[src/rtl/regfile_sb.sv]
// SLC-3 register file: one bus write port, two async read ports, per-register busy scoreboard, NZP codes.
// Optional same-cycle write-to-read forwarding is enabled by defining REGFILE_SB_BYPASS_EN.

module regfile_sb_cell #(
    parameter int DATA_W = 16
) (
    input  logic              clk,
    input  logic              reset,
    input  logic              we,
    input  logic              set,
    input  logic [DATA_W-1:0] wdata,
    output logic [DATA_W-1:0] q,
    output logic              busy
);
    always_ff @(posedge clk or posedge reset) begin
        if (reset) begin
            q    <= '0;
            busy <= 1'b0;
        end else begin
            if (we) q <= wdata;
            // A new issue outranks the retiring write: it names a fresh pending writer.
            if (set)     busy <= 1'b1;
            else if (we) busy <= 1'b0;
        end
    end
endmodule

module regfile_sb #(
    parameter int DATA_W   = 16,
    parameter int NUM_REGS = 8,
    localparam int ADDR_W  = $clog2(NUM_REGS)
) (
    input  logic                clk,
    input  logic                reset,
    input  logic [ADDR_W-1:0]   dr,
    input  logic                ld_reg,
    input  logic [DATA_W-1:0]   bus_in,
    input  logic [ADDR_W-1:0]   sr1,
    input  logic [ADDR_W-1:0]   sr2,
    output logic [DATA_W-1:0]   sr1_out,
    output logic [DATA_W-1:0]   sr2_out,
    input  logic                issue_valid,
    input  logic [ADDR_W-1:0]   issue_dr,
    output logic                sr1_busy,
    output logic                sr2_busy,
    output logic [NUM_REGS-1:0] busy_vec,
    input  logic                ld_cc,
    output logic                n,
    output logic                z,
    output logic                p
);
    logic [NUM_REGS-1:0][DATA_W-1:0] regs;

    for (genvar i = 0; i < NUM_REGS; i++) begin : g_reg
        regfile_sb_cell #(.DATA_W(DATA_W)) u_cell (
            .clk   (clk),
            .reset (reset),
            .we    (ld_reg && (dr == ADDR_W'(i))),
            .set   (issue_valid && (issue_dr == ADDR_W'(i))),
            .wdata (bus_in),
            .q     (regs[i]),
            .busy  (busy_vec[i])
        );
    end

`ifdef REGFILE_SB_BYPASS_EN
    always_comb begin
        sr1_out  = regs[sr1];
        sr2_out  = regs[sr2];
        sr1_busy = busy_vec[sr1];
        sr2_busy = busy_vec[sr2];
        if (ld_reg && dr == sr1) begin
            sr1_out  = bus_in;
            sr1_busy = 1'b0;
        end
        if (ld_reg && dr == sr2) begin
            sr2_out  = bus_in;
            sr2_busy = 1'b0;
        end
        // A same-cycle issue still makes the operand pending, even when forwarded.
        if (issue_valid && issue_dr == sr1) sr1_busy = 1'b1;
        if (issue_valid && issue_dr == sr2) sr2_busy = 1'b1;
    end
`else
    always_comb begin
        sr1_out  = regs[sr1];
        sr2_out  = regs[sr2];
        sr1_busy = busy_vec[sr1];
        sr2_busy = busy_vec[sr2];
    end
`endif

    always_ff @(posedge clk or posedge reset) begin
        if (reset) begin
            {n, z, p} <= 3'b010;
        end else if (ld_cc) begin
            n <= bus_in[DATA_W-1];
            z <= (bus_in == '0);
            p <= !bus_in[DATA_W-1] && (bus_in != '0);
        end
    end
endmodule
[config.mk]
export PLATFORM = sky130hd
export DESIGN_NAME = regfile_sb
export DESIGN_NICKNAME = d
export VERILOG_FILES = /design/src/rtl/regfile_sb.sv
export SDC_FILE = /design/constraint.sdc
export NUM_CORES = 1
export LEC_CHECK = 0
export ABC_AREA = 1
export BUFFER_PORTS_ARGS = -buffer_cell sky130_fd_sc_hd__buf_2
export CAP_MARGIN = 10
export CORE_ASPECT_RATIO = 1.1
export CORE_MARGIN = 2
export CORE_UTILIZATION = 65
export DETAILED_ROUTE_END_ITERATION = 8
export PLACE_DENSITY_LB_ADDON = 0.15
export SLEW_MARGIN = 20
export SYNTH_ARGS = -nofsm -noshare
export SYNTH_HDL_FRONTEND = slang
export SYNTH_SLANG_ARGS = --single-unit
[constraint.sdc]
create_clock -name clk -period 10.42 [get_ports clk]
set_clock_uncertainty 0.15 [all_clocks]
set_input_delay 0.521 -clock clk [delete_from_list [all_inputs] [get_ports clk]]
set_output_delay 0.521 -clock clk [all_outputs]
set_load 0.02 [all_outputs]
# == Word-level counts from Yosys, hierarchy flattened ==
# Index checks and enable logic that the tools add are counted.
# op_classes
magnitude_cmp,2
muxes,24
eq_ne,14
n_reduce_logical,30
# ops
cell,count
16-bit binary-select mux with 3-bit select,2
16-bit two-way mux,2
3-bit equality test (second input constant),8
1-bit two-way mux,18
1-bit logical AND,17
16-bit zero test,1
16-bit nonzero test,1
2-bit nonzero test,8
3-bit by 2-bit equality test with 1-bit output (second input constant),4
3-bit by 4-bit < comparator with 1-bit output (second input constant),2
1-bit binary-select mux with 3-bit select,2
3-bit by 1-bit equality test with 1-bit output (second input constant),2
3-bit zero test,2
1-bit zero test,1
# word_totals
elab_cells,89
ff_bits,139

# == Longest topological paths before layout ==
# Gate-level depths: netlist (run 1).
# depth
ltp_word,4
depth_mapped,9
depth_no_buf,6

# == Hierarchy ==
# From an unflattened synthesis (run 1), not the netlist that was laid out.
# unflattened
cells_unflattened,1417
hier_area_um2,8906.0
# by_module_without_submodules
module,instances,area_per_inst_um2,seq_area_each_um2,cells_per_inst
regfile_sb_cell,8,678.2,425.4,73
regfile_sb,1,3480.8,76.3,833

# == Worst setup path before layout (run 1) ==
# Ideal clock, no wire load.
# synth_path
path_kind,input port to output port
start,in sr2[0]
end,out sr2_out[7]
n_path_buf,3
t_arrival_ns,1.355
path_slack_ns,8.394
stages,8
required_time_ns,9.749
path_cell_list,buf_2 > buf_4 > buf_2 > nand2_1 > nand3_1 > nand2_1 > nand2_1 > nand2_1
# synth_between
elab_chain_cells,2
# synth_rtl
item,line,text
"start, declared",39,"input logic [ADDR_W-1:0] sr2,"
16-bit binary-select mux with 3-bit select,87,sr2_out = regs[sr2];
16-bit two-way mux (not written as such),87,
"end, declared",41,"output logic [DATA_W-1:0] sr2_out,"
# No other way between the ends. The select of a mux whose other input is x is not followed.

# == Worst setup path in the final report (run 1) ==
# layout_path
start,in sr1[0]
end,out sr1_out[5]
# layout_between
elab_chain_cells,2
# layout_rtl
item,line,text
"start, declared",38,"input logic [ADDR_W-1:0] sr1,"
16-bit binary-select mux with 3-bit select,86,sr1_out = regs[sr1];
16-bit two-way mux (not written as such),86,
"end, declared",40,"output logic [DATA_W-1:0] sr1_out,"
# No other way between the ends. The select of a mux whose other input is x is not followed.

==> results.cfg, run 1 <==
[floorplan]
die_h_microns = 122
fp.dieArea_sq_mm = 0.0136
die-width_microns = 111
initial_core_util_pct = 66.2
row_count = 43
core-area_sq_mm = 0.0125
io_pins = 78

[finish]
finalNetCount = 1334
drive_gt1_share_pct = 9.51
diodes = 0
area_delta_synth_final_pct = 10.3

[setup_path]
crit_slowest_cell = clkinv_2
cp.required_ns = 9.75
cp_max_fo = 69
crit_type = in -> out
arrival_ns = 3.20
path_cells = buf_2 > buf_4 > clkinv_2 > nand2_1 > nand3_1 > nand2_1 > nand2_1 > nand2_1 > buf_2
crit_buf_inv = 4
start_kind = primary input
max_stage_delay_ns = 1.06
cp_top_family = buffers and inverters
cp-end-kind = output port
cpMostUsedCell = nand2_1

[clock_network]
cts_buffers = 17
postCtsResizedCells = 0
insertion_delay_ns = 0.42
clock_path_buffers = 2
hold_buffers = 0
cts.sinks = 139
htree_num_levels = 4
cts_tree = done
clockRootBuffer = clkbuf_16
cts_setup_buffers = 0
clkTransAtPathRegs_ns = 0.06

[job]
drv_cap = 0

[detailed_routing]
route.detailed.wl_per_inst_microns = 15.9
drc = 0
drt_pre_antenna_iters = 5
first_iter_violations = 976
routed_wl_mm = 23.4
vias = 8263
detail-route-antenna-nets = 0
viasPerCell = 5.62

[sta]
hold_viol = 0
timing.fmax_mhz = 258
fin_crit_ns = 3.88
slew_headroom_pct = 29.4
setup_tns_ns = 0
max_slew.worst_pin.slew_ns = 1.06
period_share_pct = 37.2
setup_viol = 0
report.final.slew_viol_count = 0
rsz0062_at_grt = no

[placed_design]
port_buffers = 77
gp_congestion = 0.842
dp_hpwl_mm = 14.5

[run_status]
status = finished, final reports clean

[synthesis]
ys_ff_latch = 139
synthCells = 1275
ys_types = 21
seq_area_frac_synth_pct = 42.1
netlist_area_sq_mm = 0.00826
syn_nets = 1308
yosysWarnings = 0
avgSynthCellArea_sq_um = 6.48

[power]
p_leak_nw = 5.27
max-vdd-ir-drop_v = 0.000152
power_density_mw_per_mm2 = 192
p_total_w = 0.00175

[grt]
first_global_vias = 7648
grt_pass1_wl_mm = 38.2
overflow = 0
track_usage_pct = 35.7
antenna_found_initial = 0
grt_max_degree = 73

[worst_hold_path]
hp-class = in -> async
final timing paths:
kind                                       startpoint                     to  slack (ns)  cells after the start
worst max-delay path                           sr1[0]             sr1_out[5]        6.54                      9
worst min-delay path                            reset   g_reg[0].u_cell.q[1]        0.02                      2
worst max register to register  g_reg[7].u_cell.q[10]  g_reg[7].u_cell.q[10]        9.56                      2
worst min register to register                      z                      z        0.31                      2
max in group asynchronous                       reset  g_reg[5].u_cell.q[11]        8.70                      3
min in group clk                          issue_dr[2]   g_reg[3].u_cell.busy        0.17                      2
power by group:
| part | internal [W] | switching [W] |
|---|---|---|
| logic | 0.000140 | 0.000291 |
| registers | 0.000641 | 0.0000510 |
| clock network | 0.000400 | 0.000225 |
area by class of cell:
cell class,instances,area [sq um]
clock buffer,24,492
fill,1092,3370
tap,157,196
inverter,168,638
clock inverter,8,118
multi-input combinational,886,3710
sequential,139,3480
timing repair buffer,89,475
layer usage:
layer / vias to the layer above / global-route usage [%] / wire, microns
met5: - / 0 / 0
met2: 445 / 55.8 / 10600
met4: 0 / 16.9 / 911
li1: 3938 / - / -
met1: 3812 / 48.9 / 9770
met3: 68 / 6.37 / 2150
cell families (layout without fill, tap and decap cells):
logic type,after synthesis,count (layout),share of synthesized area (%)
buf+inv,250,289,13.0
compound gates,136,136,8.56
simple gates,750,750,36.4
flops,139,139,42.1
sequential cells by signal, indices dropped and copies added, names as in the netlist:
name           flops
g.u_cell.q       128
g.u_cell.busy      8
n                  1
p                  1
z                  1
metrics by stage:
stage          hold slack, ns  setup WS (ns)  cell area [sq um]  util [%]  instances
2_1_floorplan           0.303           6.03               8260         -       1275
3_5_place_dp            0.310           6.77               8500      68.1       1439
3_3_place_gp            0.304           6.76               8500      68.1       1439
5_1_grt                0.0751           6.42               9110      73.0       1471
4_1_cts                0.0532           6.78               9110      73.0       1471
6_report               0.0167           6.54               9110      73.0       1471
layout by cell type (no fill, tap or decap), drive strengths merged:
cell type and count:
buf 89, bufinv 3, a22o 6, o31ai 1, dfrtp 138, clkinv 9, clkbuf 24, dfstp 1
o22ai 1, o21ai 128, clkinvlp 1, nand3 138, nor3 1, inv 163, nor2 21, nand2 590
synth_stat cells (all sizes together):
cell type	count	area [sq um]
a22o	6	52.6
buf	60	352
inv	164	616
nand3	138	691
nor3	1	16.3
nor2	21	81.3
o22ai	1	6.26
o21ai	128	641
clkbuf	22	87.6
clkinv	4	15.0
nand2	590	2210
dfrtp	138	3450
o31ai	1	7.51
dfstp	1	26.3
(Power assumes the default switching activity.)
==> run 2: changes to the inputs <==
--- a/config.mk
+++ b/config.mk
@@ -5,12 +5,12 @@
 export SDC_FILE = /design/constraint.sdc
 export NUM_CORES = 1
 export LEC_CHECK = 0
-export ABC_AREA = 1
+export ABC_AREA = 0
 export BUFFER_PORTS_ARGS = -buffer_cell sky130_fd_sc_hd__buf_2
 export CAP_MARGIN = 10
 export CORE_ASPECT_RATIO = 1.1
 export CORE_MARGIN = 2
-export CORE_UTILIZATION = 65
+export CORE_UTILIZATION = 59
 export DETAILED_ROUTE_END_ITERATION = 8
 export PLACE_DENSITY_LB_ADDON = 0.15
 export SLEW_MARGIN = 20
==> constraint.sdc (replaced) <==
create_clock -name clk -period 3.63 [get_ports clk]
set_clock_uncertainty 0.15 [all_clocks]
set_input_delay 0.1815 -clock clk [delete_from_list [all_inputs] [get_ports clk]]
set_output_delay 0.1815 -clock clk [all_outputs]
set_load 0.02 [all_outputs]
==> run 2 against run 1 <==
  * Worst setup slack lost 5.2 ns
  * Area after synthesis shrank 9.7%
  * Global-route usage shrank 8.6 points
  * Non-clock buffer count grew 26
  * Final cell count shrank 51%
  * Cell area shrank 4.6%
  * Utilization shrank 3.4 points
  * Clock power grew to 2.7 times the previous value
  * Clock-buffer cell count grew 1
  * Wire length shrank 29%
  * Register-to-register slack lost 7.3 ns
  * Critical path type unchanged
  * Highest routed layer unchanged
==> results.cfg, run 2 <==
[finish]
layout.cells.most_common = mux2_2
diodes = 0
largestRegisters = g.u_cell.q x128, g.u_cell.busy x8
fin_cells = 720
largest_reg_flops = 128
n_fill_cell = 867
finalNetCount = 583
regMostFlops = g.u_cell.q
final_cell_mix = mux2_2, dfrtp_1, buf_2
area_delta_synth_final_pct = 16.4
drive_gt1_share_pct = 63.4

[synthesis]
yosys-top-cells-area = dfrtp_1, mux2_2, mux4_2
ys_types = 24
syn_nets = 489
yosys.cell_count.top_type = mux2_2
synth.top_cell.area_share_pct = 46.3
synth_ff_type = dfrtp_1
avgSynthCellArea_sq_um = 16.4
synthArstFlopShare_pct = 100
netlist_area_sq_mm = 0.00746
netlist.top_cell.by_area = dfrtp_1
netlist_top_cells_count = mux2_2, dfrtp_1, mux4_2
synth_edf_count = 0
seq_area_frac_synth_pct = 46.6
ys_ff_latch = 139
synthCells = 456
yosysWarnings = 0

[detailed_routing]
vias = 4563
route.detailed.wl_per_inst_microns = 23.0
drc = 0
detail-route-antenna-nets = 0
drt_pre_antenna_iters = 4
viasPerCell = 6.34
routed_wl_mm = 16.6
first_iter_violations = 306

[placed_design]
place_inst = 662
dp_hpwl_mm = 10.2
port_buffers = 77
gp_congestion = 0.774

[grt]
grt_pass1_wl_mm = 27.4
overflow = 0
track_usage_pct = 27.0
grt_max_degree = 93
antenna_found_initial = 0
first_global_vias = 4949

[floorplan]
die-width_microns = 111
die_h_microns = 122
fp.dieArea_sq_mm = 0.0136
io_pins = 78
row_count = 43
initial_core_util_pct = 59.8
core-area_sq_mm = 0.0125

[run_status]
status = finished, final reports clean

[sta]
slew_headroom_pct = 42.1
fin_crit_ns = 2.28
timing.fmax_mhz = 439
hold_viol = 0
report.final.slew_viol_count = 0
max_slew.worst_pin.slew_ns = 0.865
rsz0062_at_grt = no
setup_viol = 0
period_share_pct = 62.7
setup_tns_ns = 0

[setup_path]
cpMostUsedCell = buf_2
cp_max_fo = 17
crit_slowest_cell = mux4_2
max_stage_delay_ns = 0.53
cp_top_family = buffers and inverters
crit_buf_inv = 3
cp.required_ns = 3.30
start_kind = primary input
cp-end-kind = output port
crit_type = in -> out
path_depth = 5
arrival_ns = 1.95
rr_worst_depth = 3
path_cells = buf_2 > buf_4 > mux4_2 > mux2_2 > buf_2

[clock_network]
htree_num_levels = 4
clkTransAtPathRegs_ns = 0.06
clockRootBuffer = clkbuf_16
insertion_delay_ns = 0.41
cts_tree = done
cts_buffers = 17
clock_path_buffers = 2
cts.sinks = 139
cts_setup_buffers = 0
postCtsResizedCells = 0

[power]
max-vdd-ir-drop_v = 0.000392
power_density_mw_per_mm2 = 591
p_leak_nw = 3.69

[worst_hold_path]
holdPathStages = 4
hp-class = in -> reg

[job]
drv_cap = 0
## run 2: worst reg2reg max path, cell delays in order, from the launching register on
cell	delay, ns
dfrtp_1	0.41
inv_1	0.07
o32ai_1	0.06
dlygate4sd3_1	0.56
## run 2: layout make-up
cell class | instances | area, sq um | share of cell area (%)
Multi-Input combinational cell | 270 | 3650 | 42.0
Sequential cell | 139 | 3480 | 40.0
Timing Repair Buffer | 115 | 749 | 8.63
Clock buffer | 25 | 495 | 5.70
Tap cell | 157 | 196 | 2.26
Clock inverter | 7 | 87.6 | 1.01
Inverter | 7 | 30.0 | 0.346
## run 2: metrics by stage
step                setup WS, ns  power [W]  hold slack, ns  area (sq um)  util (%)
floorplan                   1.56    0.00310          0.0941          7470         -
global placement            1.35    0.00337           0.217          7840      62.8
detailed placement          1.33    0.00343           0.227          7840      62.8
CTS                         1.33    0.00517           0.211          8680      69.5
global route                1.26    0.00538           0.265          8690      69.6
finish                      1.35    0.00514           0.245          8690      69.6
## run 2: routing by layer
layer	up-vias	GRT usage, %	wire, microns
li1	1966	-	-
met1	2445	36.9	6840
met2	136	44.1	8430
met3	16	6.02	1080
met4	0	8.95	199
met5	-	0	0
## run 2: final timing paths
check                                     start               endpoint  slack (ns)
max reg2reg                g_reg[4].u_cell.busy   g_reg[4].u_cell.busy        2.26
max                                      sr2[1]            sr2_out[10]        1.35
min reg2reg                                   z                      z        0.32
min in group asynchronous                 reset   g_reg[4].u_cell.busy        0.29
max in group asynchronous                 reset  g_reg[6].u_cell.q[11]        2.55
min                                      ld_reg   g_reg[1].u_cell.busy        0.25
## run 2: timing repair
action	in CTS	in global routing
endpoints found under the hold margin	264	0
endpoints found under the setup margin	0	0
hold buffers	25	0
## run 2: cells by family (layout without fill, tap and decap cells)
| kind of cell | Yosys count | in the layout | synth area share [%] |
|---|---|---|---|
| DFF | 139 | 139 | 46.6 |
| AOI/OAI and AO/OA | 13 | 13 | 1.06 |
| and+or+nand+nor | 29 | 29 | 3.20 |
| muxes | 228 | 228 | 44.7 |
| buffers and inverters | 47 | 154 | 4.46 |
## run 2: power by group
| group | internal, W | switching [W] | total [W] | leakage (nW) |
|---|---|---|---|---|
| Sequential | 0.00189 | 0.000241 | 0.00213 | 1.67 |
| Combinational | 0.000756 | 0.000545 | 0.00130 | 1.74 |
| Clock | 0.00108 | 0.000629 | 0.00171 | 0.287 |
| Total | 0.00372 | 0.00142 | 0.00514 | 3.69 |
==> run 3: changes to the inputs <==
==> constraint.sdc (replaced) <==
create_clock -name clk -period 2.4 [get_ports clk]
set_clock_uncertainty 0.15 [all_clocks]
set_input_delay 0.12 -clock clk [delete_from_list [all_inputs] [get_ports clk]]
set_output_delay 0.12 -clock clk [all_outputs]
set_load 0.02 [all_outputs]
==> run 3 against run 2 <==
  * Worst hold slack worse by 0.13 ns
  * Sequential cell count unchanged
  * Die area unchanged
  * Critical endpoint is now sr1_out[12]
  * Cell area up 1.8%
  * Total power up 55%
  * Sequential share of layout area down 0.71 points
  * Wire length up 1.5%
  * Worst setup slack worse by 0.98 ns
  * Clock power up 63%
  * Utilization up 1.3 points
==> results.cfg, run 3 (synthesized netlist as in run 2, its figures left out) <==
[finish]
regMostFlops = g.u_cell.q
diodes = 0
fin_cells = 725
final_util_pct = 70.9
layout.cells.most_common = mux2_2
finalNetCount = 588
drive_gt1_share_pct = 63.9
final_cell_mix = mux2_2, dfrtp_1, buf_2
largestRegisters = g.u_cell.q x128, g.u_cell.busy x8
area_delta_synth_final_pct = 18.5
largest_reg_flops = 128

[grt]
grt_pass1_wl_mm = 27.3
overflow = 0
track_usage_pct = 27.1
antenna_found_initial = 0
grt_max_degree = 81
first_global_vias = 4970

[clock_network]
insertion_delay_ns = 0.43
cts_tree = done
clockRootBuffer = clkbuf_16
clkTransAtPathRegs_ns = 0.06
htree_num_levels = 4
clock_path_buffers = 2
cts_buffers = 17
cts.sinks = 139

[setup_path]
crit_slowest_cell = mux4_2
start_kind = flip-flop
r2r-start = z
max_stage_delay_ns = 0.48
path_cells = mux4_2 > mux2_2 > buf_2
r2r_setup_slack_ns = 0.95
cp_max_fo = 3
cp_top_family = multiplexers
worstReg2RegEnd = z
cp-end-kind = output port
arrival_ns = 1.76
crit_buf_inv = 1
crit_type = reg -> out
cp.required_ns = 2.13
rr_worst_depth = 3

[floorplan]
fp.dieArea_sq_mm = 0.0136
die_h_microns = 122
initial_core_util_pct = 59.8
row_count = 43
core-area_sq_mm = 0.0125
io_pins = 78
die-width_microns = 111

[placed_design]
gp_congestion = 0.745
port_buffers = 77
post-place-ws_ns = 0.495
dp_hpwl_mm = 10.1
place_inst = 667

[sta]
period_share_pct = 84.5
hold_ws_ns = 0.116
rsz0062_at_grt = no
report.final.slew_viol_count = 0
timing.fmax_mhz = 493
slew_headroom_pct = 59.8
setup_viol = 0
fin_crit_ns = 2.03
fin_ws_ns = 0.371
max_slew.worst_pin.slew_ns = 0.603
hold_viol = 0
setup_tns_ns = 0

[detailed_routing]
routed_wl_mm = 16.8
detail-route-antenna-nets = 0
drt_pre_antenna_iters = 4
viasPerCell = 6.30
drc = 0
first_iter_violations = 244
route.detailed.wl_per_inst_microns = 23.2
vias = 4569

[power]
power_density_mw_per_mm2 = 903
p_leak_nw = 3.76
max-vdd-ir-drop_v = 0.000551

[worst_hold_path]
hp-class = in -> async

[run_status]
status = finished, final reports clean

[job]
drv_cap = 0
run 3: what timing repair did:
item / 4_1_cts / 5_1_grt
buffers inserted: 0 / 0
hold endpoints to repair: 197 / 0
gates resized for setup: 0 / 0
setup endpoints to repair: 0 / 0
hold buffers: 26 / 0
run 3: metrics by stage:
stage | cell area [sq um] | total power [W]
after floorplan | 7470 | 0.00469
after global placement | 7960 | 0.00511
after detailed placement | 7960 | 0.00521
after CTS | 8840 | 0.00804
after global routing | 8840 | 0.00835
final | 8840 | 0.00798
run 3: area by class of cell:
class,instances,area (sq um)
Multi-Input combinational cell,270,3650
Clock buffer,21,460
Sequential cell,139,3480
Inverter,7,30.0
Clock inverter,11,168
Tap cell,157,196
Timing Repair Buffer,120,861
Fill cell,845,3640
run 3: worst max-delay path by stage:
| stage | depth (start not counted) | slack, ns | to | from |
|---|---|---|---|---|
| after floorplan | 1 | 0.40 | g_reg[0].u_cell.busy | reset |
| after global placement | 5 | 0.52 | sr2_out[1] | sr2[1] |
| after detailed placement | 5 | 0.50 | sr2_out[11] | sr2[1] |
| after CTS | 3 | 0.35 | sr1_out[12] | g_reg[7].u_cell.q[12] |
| after global routing | 6 | 0.31 | z | bus_in[3] |
| final | 3 | 0.37 | sr1_out[12] | g_reg[7].u_cell.q[12] |
run 3: where the power goes:
| part | switching (W) | leakage, nW | total, W | internal [W] |
|---|---|---|---|---|
| Combinational | 0.000830 | 1.79 | 0.00199 | 0.00116 |
| Clock | 0.000990 | 0.303 | 0.00278 | 0.00179 |
| Sequential | 0.000365 | 1.67 | 0.00322 | 0.00285 |
run 3: per-layer routing:
layer / global-route usage [%] / vias up / wire, microns
li1: - / 1965 / -
met3: 6.67 / 22 / 841
met4: 9.80 / 0 / 312
met1: 36.7 / 2459 / 7320
met5: 0 / - / 0
met2: 43.4 / 123 / 8340
run 3: worst register-to-register path, stage by stage (launching register included):
cell and delay, ns:
dfstp_2 0.53, inv_1 0.04, mux2i_1 0.11, dlygate4sd3_1 0.56
